File: config.mk
export PLATFORM = sky130hd
export DESIGN_NAME = reflet_timer
export DESIGN_NICKNAME = d
export VERILOG_FILES = /design/src/rtl/reflet_timer.sv
export SDC_FILE = /design/constraint.sdc
export NUM_CORES = 1
export LEC_CHECK = 0
export CORE_MARGIN = 1
export CORE_UTILIZATION = 57
export DETAILED_ROUTE_END_ITERATION = 12
export PLACE_DENSITY_LB_ADDON = 0.08
export SLEW_MARGIN = 30
export SYNTH_ARGS = -nofsm -noshare
export SYNTH_HDL_FRONTEND = slang
export SYNTH_SLANG_ARGS = --single-unit
export TNS_END_PERCENT = 100
File: constraint.sdc
create_clock -name clk -period 3.5 [get_ports clk]
set_input_delay 1.05 -clock clk [delete_from_list [all_inputs] [get_ports clk]]
set_output_delay 1.05 -clock clk [all_outputs]
set_load 0.02 [all_outputs]
File: src/rtl/reflet_timer.sv
// Memory-mapped 16-bit compare timer with an 8-bit prescaler, a match flag and a level interrupt.
// Define REFLET_TIMER_SNAPSHOT_EN to latch CNT_HI on CNT_LO reads so 16-bit counter reads are coherent.
`timescale 1ns/10ps
module reflet_timer #(
    parameter int unsigned addr_size = 16,
    parameter int unsigned base_addr = 0
) (
    input  logic                 clk,
    input  logic                 reset,
    input  logic                 enable,
    input  logic [addr_size-1:0] addr,
    input  logic                 write_en,
    input  logic [7:0]           data_in,
    output logic [7:0]           data_out,
    output logic                 interrupt
);

    typedef enum logic [2:0] {
        REG_CONFIG    = 3'd0,
        REG_PRESCALER = 3'd1,
        REG_CMP_LO    = 3'd2,
        REG_CMP_HI    = 3'd3,
        REG_STATUS    = 3'd4,
        REG_CNT_LO    = 3'd5,
        REG_CNT_HI    = 3'd6
    } reg_e;

    localparam logic [addr_size-1:0] BASE = addr_size'(base_addr);
    localparam logic [addr_size-1:0] SPAN = addr_size'(7);

    logic [addr_size-1:0] offset;
    logic                 hit;
    logic                 wr;
    reg_e                 sel;
    logic                 tick;
    logic                 cmp_match;
    logic                 hw_stop;

    logic [2:0]  config_q, config_d;
    logic [7:0]  prescaler_q, prescaler_d;
    logic [7:0]  cmp_lo_q, cmp_lo_d;
    logic [7:0]  cmp_hi_q, cmp_hi_d;
    logic        match_q, match_d;
    logic [7:0]  pre_cnt_q, pre_cnt_d;
    logic [15:0] count_q, count_d;
`ifdef REFLET_TIMER_SNAPSHOT_EN
    logic [7:0]  snap_q, snap_d;
`endif

    // Addresses below base wrap to large offsets, so one compare covers both bounds.
    always_comb begin
        offset = addr - BASE;
        hit    = enable && (offset < SPAN);
        wr     = hit && write_en;
        sel    = reg_e'(offset[2:0]);
    end

    always_comb begin
        tick      = config_q[0] && (pre_cnt_q == prescaler_q);
        cmp_match = tick && (count_q == {cmp_hi_q, cmp_lo_q});
        hw_stop   = cmp_match && !config_q[1];

        pre_cnt_d   = '0;
        count_d     = count_q;
        config_d    = config_q;
        prescaler_d = prescaler_q;
        cmp_lo_d    = cmp_lo_q;
        cmp_hi_d    = cmp_hi_q;
        match_d     = match_q;
`ifdef REFLET_TIMER_SNAPSHOT_EN
        snap_d      = snap_q;
        if (hit && (sel == REG_CNT_LO)) begin
            snap_d = count_q[15:8];
        end
`endif

        if (config_q[0] && !tick) begin
            pre_cnt_d = pre_cnt_q + 8'd1;
        end

        if (tick) begin
            if (!cmp_match) begin
                count_d = count_q + 16'd1;
            end else if (config_q[1]) begin
                count_d = '0;
            end
        end

        if (wr) begin
            case (sel)
                REG_CONFIG:    config_d    = data_in[2:0];
                REG_PRESCALER: prescaler_d = data_in;
                REG_CMP_LO:    cmp_lo_d    = data_in;
                REG_CMP_HI:    cmp_hi_d    = data_in;
                REG_STATUS: begin
                    if (!data_in[0]) begin
                        match_d = 1'b0;
                    end
                end
                default: ;
            endcase
        end

        // Hardware events are applied last so they override a same-cycle bus write.
        if (cmp_match) begin
            match_d = 1'b1;
        end
        if (hw_stop) begin
            config_d[0] = 1'b0;
        end
    end

    always_ff @(posedge clk or negedge reset) begin
        if (!reset) begin
            config_q    <= '0;
            prescaler_q <= '0;
            cmp_lo_q    <= '0;
            cmp_hi_q    <= '0;
            match_q     <= 1'b0;
            pre_cnt_q   <= '0;
            count_q     <= '0;
`ifdef REFLET_TIMER_SNAPSHOT_EN
            snap_q      <= '0;
`endif
        end else begin
            config_q    <= config_d;
            prescaler_q <= prescaler_d;
            cmp_lo_q    <= cmp_lo_d;
            cmp_hi_q    <= cmp_hi_d;
            match_q     <= match_d;
            pre_cnt_q   <= pre_cnt_d;
            count_q     <= count_d;
`ifdef REFLET_TIMER_SNAPSHOT_EN
            snap_q      <= snap_d;
`endif
        end
    end

    always_comb begin
        data_out = '0;
        if (hit) begin
            case (sel)
                REG_CONFIG:    data_out = {5'b0, config_q};
                REG_PRESCALER: data_out = prescaler_q;
                REG_CMP_LO:    data_out = cmp_lo_q;
                REG_CMP_HI:    data_out = cmp_hi_q;
                REG_STATUS:    data_out = {7'b0, match_q};
                REG_CNT_LO:    data_out = count_q[7:0];
`ifdef REFLET_TIMER_SNAPSHOT_EN
                REG_CNT_HI:    data_out = snap_q;
`else
                REG_CNT_HI:    data_out = count_q[15:8];
`endif
                default:       data_out = '0;
            endcase
        end
    end

    assign interrupt = match_q & config_q[2];

endmodule

==> reports/metrics.cfg, run 1 <==
[run_status]
status = finished with violations
failed_checks = setup timing

[timing]
maxSlewViolCount = 0
fin_crit_ns = 3.56
whs_ns = 0.542
clock.fmax_ghz = 0.281
rsz0062_at_grt = yes
finalCritPeriodShare_pct = 102
setup_violations = 6
setup_ws_ns = -0.0640
relSlewSlack_pct = 67.4
finClkSkew_ns = 0.00482
worst_slew_pin_slew_ns = 0.489
hold_viol_final = 0

[finish]
postLayoutCellArea_sq_mm = 0.00400
final_cells = 425
final_nets = 382
multi_input_area_sq_mm = 0.00199
fill_cells = 419
final_layout_size_suffix_gt1_share_pct = 29.5
syn2layout_area_growth_pct = 20.3
antenna_cells = 0
regArea_sq_mm = 0.00130

[route]
vias = 2664
drtAntennaViolNets = 0
dr.pass1.iters = 4
drt_iter0_drc = 194
drt-total-wl_mm = 8.27
wl_per_cell_microns = 19.5
viasPerCell = 6.27
drc = 0

[logic_synthesis]
async_flop_share_pct = 100
netlist.area_leader.share_pct = 39.2
yosys.area_share.xor_xnor_pct = 7.91
synth_cell_type_count = 55
synthCells = 303
synth_top_family_by_area = multiplexers
synthTopCellsByArea = dfrtp_1 39%, xor2_1 7.4%, mux2_4 7.2%
syn_nets = 333
synth_edf_count = 0
yosysMostFrequentCell = dfrtp_1
synthSimpleGateAreaFrac_pct = 16.3
synth-compound-area-share_pct = 14.5
seq_area_frac_synth_pct = 39.2
syn_area_per_cell_sq_um = 11.0
yosys-top-cells-count = 52 x dfrtp_1, 28 x xor2_1, 16 x mux2_2, 16 x mux2_4
synth_warnings = 0
synthMuxAreaShare_pct = 17.5
ys.flop_type = dfrtp_1
ys_seq_elements = 52
syn_area_sq_mm = 0.00332
synth_largest_area_cell = dfrtp_1
synthAdderAreaFrac_pct = 0.753

[clock_tree]
h-tree-depth = 2
numCtsBuffers = 5
cts.clk_slew.worst_paths_ns = 0.09
clk_path_buf_depth = 2
cts_tree = yes
clk_latency_ns = 0.30
root_buffer = clkbuf_8
cts.sinks = 52
hold_buffers = 0

[floorplanning]
io_pins = 37
fp.dieW_microns = 78.4
die_y_microns = 78.4
rows = 27
die_area_sq_mm = 0.00614
start_util_pct = 59.6
core_sq_mm = 0.00557

[critical_path]
crit_arrival_ns = 2.51
start_kind = primary input
cp-end-kind = output port
crit_chain = buf_6 -> or4_4 -> nor3_4 -> buf_6 -> nand4_4 -> buf_6 -> a21oi_2 -> buf_4
crit_top_cell = buf_6
crit_path_max_fanout = 3
crit_type = primary input to output port
cp_slowest_stage_delay_ns = 0.53
cp_slowest_cell = or4_4
cp_top_family = simple AND/OR/NAND/NOR gates
crit_required_ns = 2.45
path_buf_inv = 4

[power]
ir_drop_uv = 169
power.density_mw_per_mm2 = 261
leakage_uw = 0.00191

[place]
place_area_sq_mm = 0.00379
gp_congestion = 0.861
portBuffers = 36
hpwl_mm = 5.82
dp_cells = 412

[worst_hold_path]
hp-class = flip-flop to flip-flop

[global_route]
grt_pass1_wl_mm = 13.3
grt_use_total_pct = 28.8
grt_pass1_vias = 2573
gr-total-overflow = 0
grt_max_degree = 32
grt_antenna_before_repair = 0

[flow_run]
cap_violations = 0

-- layer usage --
metal	global-route usage, %	share of wire (%)
met5	0	0
met1	41.7	44
met4	9.07	1.8
met3	4.19	8.9
met2	44.5	45
-- cell families (layout without fill, tap and decap cells) --
group / count (synthesis) / in the layout
fa+ha+maj: 2 / 2
buf+inv: 20 / 69
mux: 47 / 47
flops: 52 / 52
xor+xnor: 30 / 30
simple gates: 85 / 86
compound gates: 67 / 67
-- power breakdown --
part	switching, uW	total (uW)	internal, uW
sequential	0.0665	600	600
combinational	46.9	92.9	46.0
clock	190	352	162
-- flip-flops by register name, summed over array words and instances (netlist names) --
| signal | flops |
|---|---|
| count_q | 16 |
| cmp_hi_q | 8 |
| cmp_lo_q | 8 |
| pre_cnt_q | 8 |
| prescaler_q | 8 |
| config_q | 3 |
| match_q | 1 |
-- layout make-up --
type	instances	share of cell area (%)
clock buffer	8	2.25
inverter	1	0.0939
multi-input combinational	232	49.8
sequential	52	32.6
tap	72	2.25
timing repair buffer	60	13.1
-- cell usage in the layout, fill, tap and decap left out, drive strengths merged, types with 12 or more instances in the layout --
master	n
nor2	14
o21ai	12
clkdlybuf4s50	16
mux2i	14
buf	36
dfrtp	52
xor2	28
nand3	15
mux2	32
-- repair_timing --
action                     CTS  global route
setup endpoints to repair    8             8
gates cloned                 2             0
gates resized for setup     74             9
setup buffers                3             0
pin swaps                    8             2
-- metrics by stage --
stage	util, %	setup WS [ns]	setup TNS (ns)	total power (uW)
5_1_grt	71.7	-0.126	-0.578	1080
4_1_cts	71.1	-0.140	-0.646	1050
6_report	71.7	-0.0640	-0.161	1050
2_1_floorplan	-	-0.0523	-0.314	636
3_5_place_dp	68.0	-0.954	-7.06	700
3_3_place_gp	68.0	-0.849	-6.59	699
-- worst register-to-register path: stages (launching register included) --
cell	delay, ns
dfrtp_1	0.43
xor2_1	0.20
nor4_4	0.45
nand3_2	0.33
a2111oi_2	0.39
mux2i_1	0.25
-- worst paths after layout --
check                          endpoint  cells past startpoint  slack, ns    startpoint
max                         data_out[0]                      8      -0.06       addr[8]
min                             match_q                      2       0.54       match_q
max reg2reg                  count_q[6]                      5       1.37  pre_cnt_q[5]
min reg2reg                     match_q                      2       0.54       match_q
max in group asynchronous  pre_cnt_q[3]                      2       2.02         reset
min in group asynchronous   count_q[10]                      1       0.69         reset
No activity file was read; power rests on OpenSTA's default activity.
==> run 2, diff against run 1 <==
--- a/config.mk
+++ b/config.mk
@@ -9,6 +9,7 @@
 export CORE_UTILIZATION = 57
 export DETAILED_ROUTE_END_ITERATION = 12
 export PLACE_DENSITY_LB_ADDON = 0.08
+export SKIP_CTS_REPAIR_TIMING = 1
 export SLEW_MARGIN = 30
 export SYNTH_ARGS = -nofsm -noshare
 export SYNTH_HDL_FRONTEND = slang
==> run 2 against run 1 <==
Compared with the run above: the flow still finishes with violations (setup timing); utilization down 0.47 points; clock skew down 0.00054 ns; via count up 0.83%; total power down 0.31%; clock power about the same; non-clock buffer count unchanged; critical path depth unchanged; die area unchanged; worst hold slack better by 0.0038 ns; sequential power about the same; register-to-register slack about the same; global-route usage down 1.1 points.
==> reports/metrics.cfg, run 2 (synthesis results as in run 1) <==
[flow_run]
cap_violations = 0  ; unchanged

[floorplanning]
die_area_sq_mm = 0.00614  ; unchanged
core_sq_mm = 0.00557  ; unchanged
die_y_microns = 78.4  ; unchanged
fp.dieW_microns = 78.4  ; unchanged
start_util_pct = 59.6  ; unchanged
io_pins = 37  ; unchanged
rows = 27  ; unchanged

[place]
hpwl_mm = 5.82  ; unchanged
place_ws_ns = -0.954  ; unchanged
dp_cells = 412  ; unchanged
portBuffers = 36  ; unchanged
gp_congestion = 0.861  ; unchanged

[global_route]
grt_antenna_before_repair = 0  ; unchanged
grt_use_total_pct = 27.6  ; -1.1 points
grt_max_degree = 32  ; unchanged
gr-total-overflow = 0  ; unchanged
grt_pass1_vias = 2504  ; -2.7%
grt_pass1_wl_mm = 12.8  ; -3.3%

[worst_hold_path]
min_from = pre_cnt_q[0]
hp-class = flip-flop to flip-flop

[timing]
relSlewSlack_pct = 67.5  ; about the same
finClkSkew_ns = 0.00429  ; -0.000538 ns
setup_violations = 8  ; +2
rsz0062_at_grt = yes
finalCritPeriodShare_pct = 104  ; +2.4 points
hold_viol_final = 0  ; unchanged
maxSlewViolCount = 0  ; unchanged
fin_crit_ns = 3.65  ; +0.0823 ns
clock.fmax_ghz = 0.274  ; -2.3%
setup_ws_ns = -0.146  ; -0.0823 ns
worst_slew_pin_slew_ns = 0.488  ; -0.000713 ns
setup_tns_ns = -0.724  ; -0.563 ns

[critical_path]
crit_arrival_ns = 2.60  ; +0.09 ns
crit_type = primary input to output port
crit_top_cell = buf_4
crit_start = addr[8]
r2r-start = pre_cnt_q[0]
cp-end-kind = output port
cp_slowest_cell = or4_4
start_kind = primary input
cp_slowest_stage_delay_ns = 0.54  ; about the same
crit_path_max_fanout = 3  ; unchanged
crit_chain = clkbuf_2 -> or4_4 -> nor3_4 -> buf_6 -> nand4_4 -> buf_4 -> a21oi_2 -> buf_4
crit_required_ns = 2.45  ; about the same

[finish]
layout_commonest_cell = dfrtp_1
final_layout_size_suffix_gt1_share_pct = 28.3  ; -1.1 points
antenna_cells = 0  ; unchanged
final_cell_mix = 52 x dfrtp_1, 28 x xor2_1, 28 x buf_4
fill_cells = 434  ; +3.6%
regArea_sq_mm = 0.00130  ; unchanged
final_cells = 425  ; unchanged
syn2layout_area_growth_pct = 19.5
largest_reg_flops = 16  ; unchanged
regMostFlops = count_q
multi_input_area_sq_mm = 0.00196  ; -1.4%
final_nets = 382  ; unchanged

[clock_tree]
cts.clk_slew.worst_paths_ns = 0.08  ; about the same
cts_tree = yes
clk_path_buf_depth = 2  ; unchanged
h-tree-depth = 2  ; unchanged
root_buffer = clkbuf_8
numCtsBuffers = 5  ; unchanged
cts.sinks = 52  ; unchanged
clk_latency_ns = 0.30  ; about the same

[run_status]
status = finished with violations
failed_checks = setup timing

[route]
drtAntennaViolNets = 0  ; unchanged
vias = 2686  ; +0.83%
drc = 0  ; unchanged
viasPerCell = 6.32  ; +0.83%
wl_per_cell_microns = 19.4  ; -0.15%
drt-total-wl_mm = 8.26  ; -0.15%
drt_iter0_drc = 229  ; +18%
dr.pass1.iters = 5  ; +1

[power]
leakage_uw = 0.00190  ; -0.96%
ir_drop_uv = 166  ; -2.1%
p_int_uw = 809  ; +0.14%
switching_power_uw = 233  ; -1.8%
power.density_mw_per_mm2 = 262  ; +0.35%
power_frac_comb_pct = 8.9  ; about the same
swShare_pct = 22.4  ; -0.34 points
power_frac_clock_pct = 33.5  ; -0.2 points
p_seq_share_pct = 57.6  ; +0.2 points

## run 2: worst paths after layout
check / end / slack, ns / cells after the start
worst min-delay path: pre_cnt_q[0] / 0.55 / 1
worst min register to register: pre_cnt_q[0] / 0.55 / 1
worst max register to register: count_q[13] / 1.38 / 5
min in group asynchronous: count_q[10] / 0.70 / 1
max in group asynchronous: config_q[2] / 2.02 / 2
worst max-delay path: data_out[0] / -0.15 / 8
## run 2: final cells by class
| type | instances | area share (%) |
|---|---|---|
| Multi-Input combinational cell | 232 | 49.4 |
| Sequential cell | 52 | 32.8 |
| Timing Repair Buffer | 60 | 13.2 |
| Clock buffer | 8 | 2.27 |
| Tap cell | 72 | 2.27 |
| Inverter | 1 | 0.0945 |
## run 2: per-layer routing
metal	global-route usage (%)	vias up	part of all wire, %
met4	9.07	0	1.9
met3	4.53	17	8.1
met1	39.8	1303	44
li1	-	1247	-
met5	0	-	0
met2	42.5	119	46
## run 2: power by group through the flow
stage	clock network, uW	logic, uW	registers [uW]
after floorplan	0	23.4	612
after global placement	0	86.9	612
after detailed placement	0	87.8	612
after CTS	359	88.3	600
after global routing	378	99.9	600
final	349	92.7	600
## run 2: metrics by stage
stage | area (sq um) | hold WS (ns) | power (uW) | utilization (%)
floorplan | 3320 | 0.476 | 636 | -
CTS | 3880 | 0.545 | 1050 | 69.7
detailed placement | 3790 | 0.525 | 700 | 68.0
finish | 3970 | 0.546 | 1040 | 71.2
global route | 3970 | 0.556 | 1080 | 71.2
global placement | 3790 | 0.518 | 699 | 68.0
## run 2: critical path, delay by kind of cell
kind | cells | cell delay, ns
compound gates | 1 | 0.09
buf+inv | 4 | 0.54
simple gates | 3 | 0.90
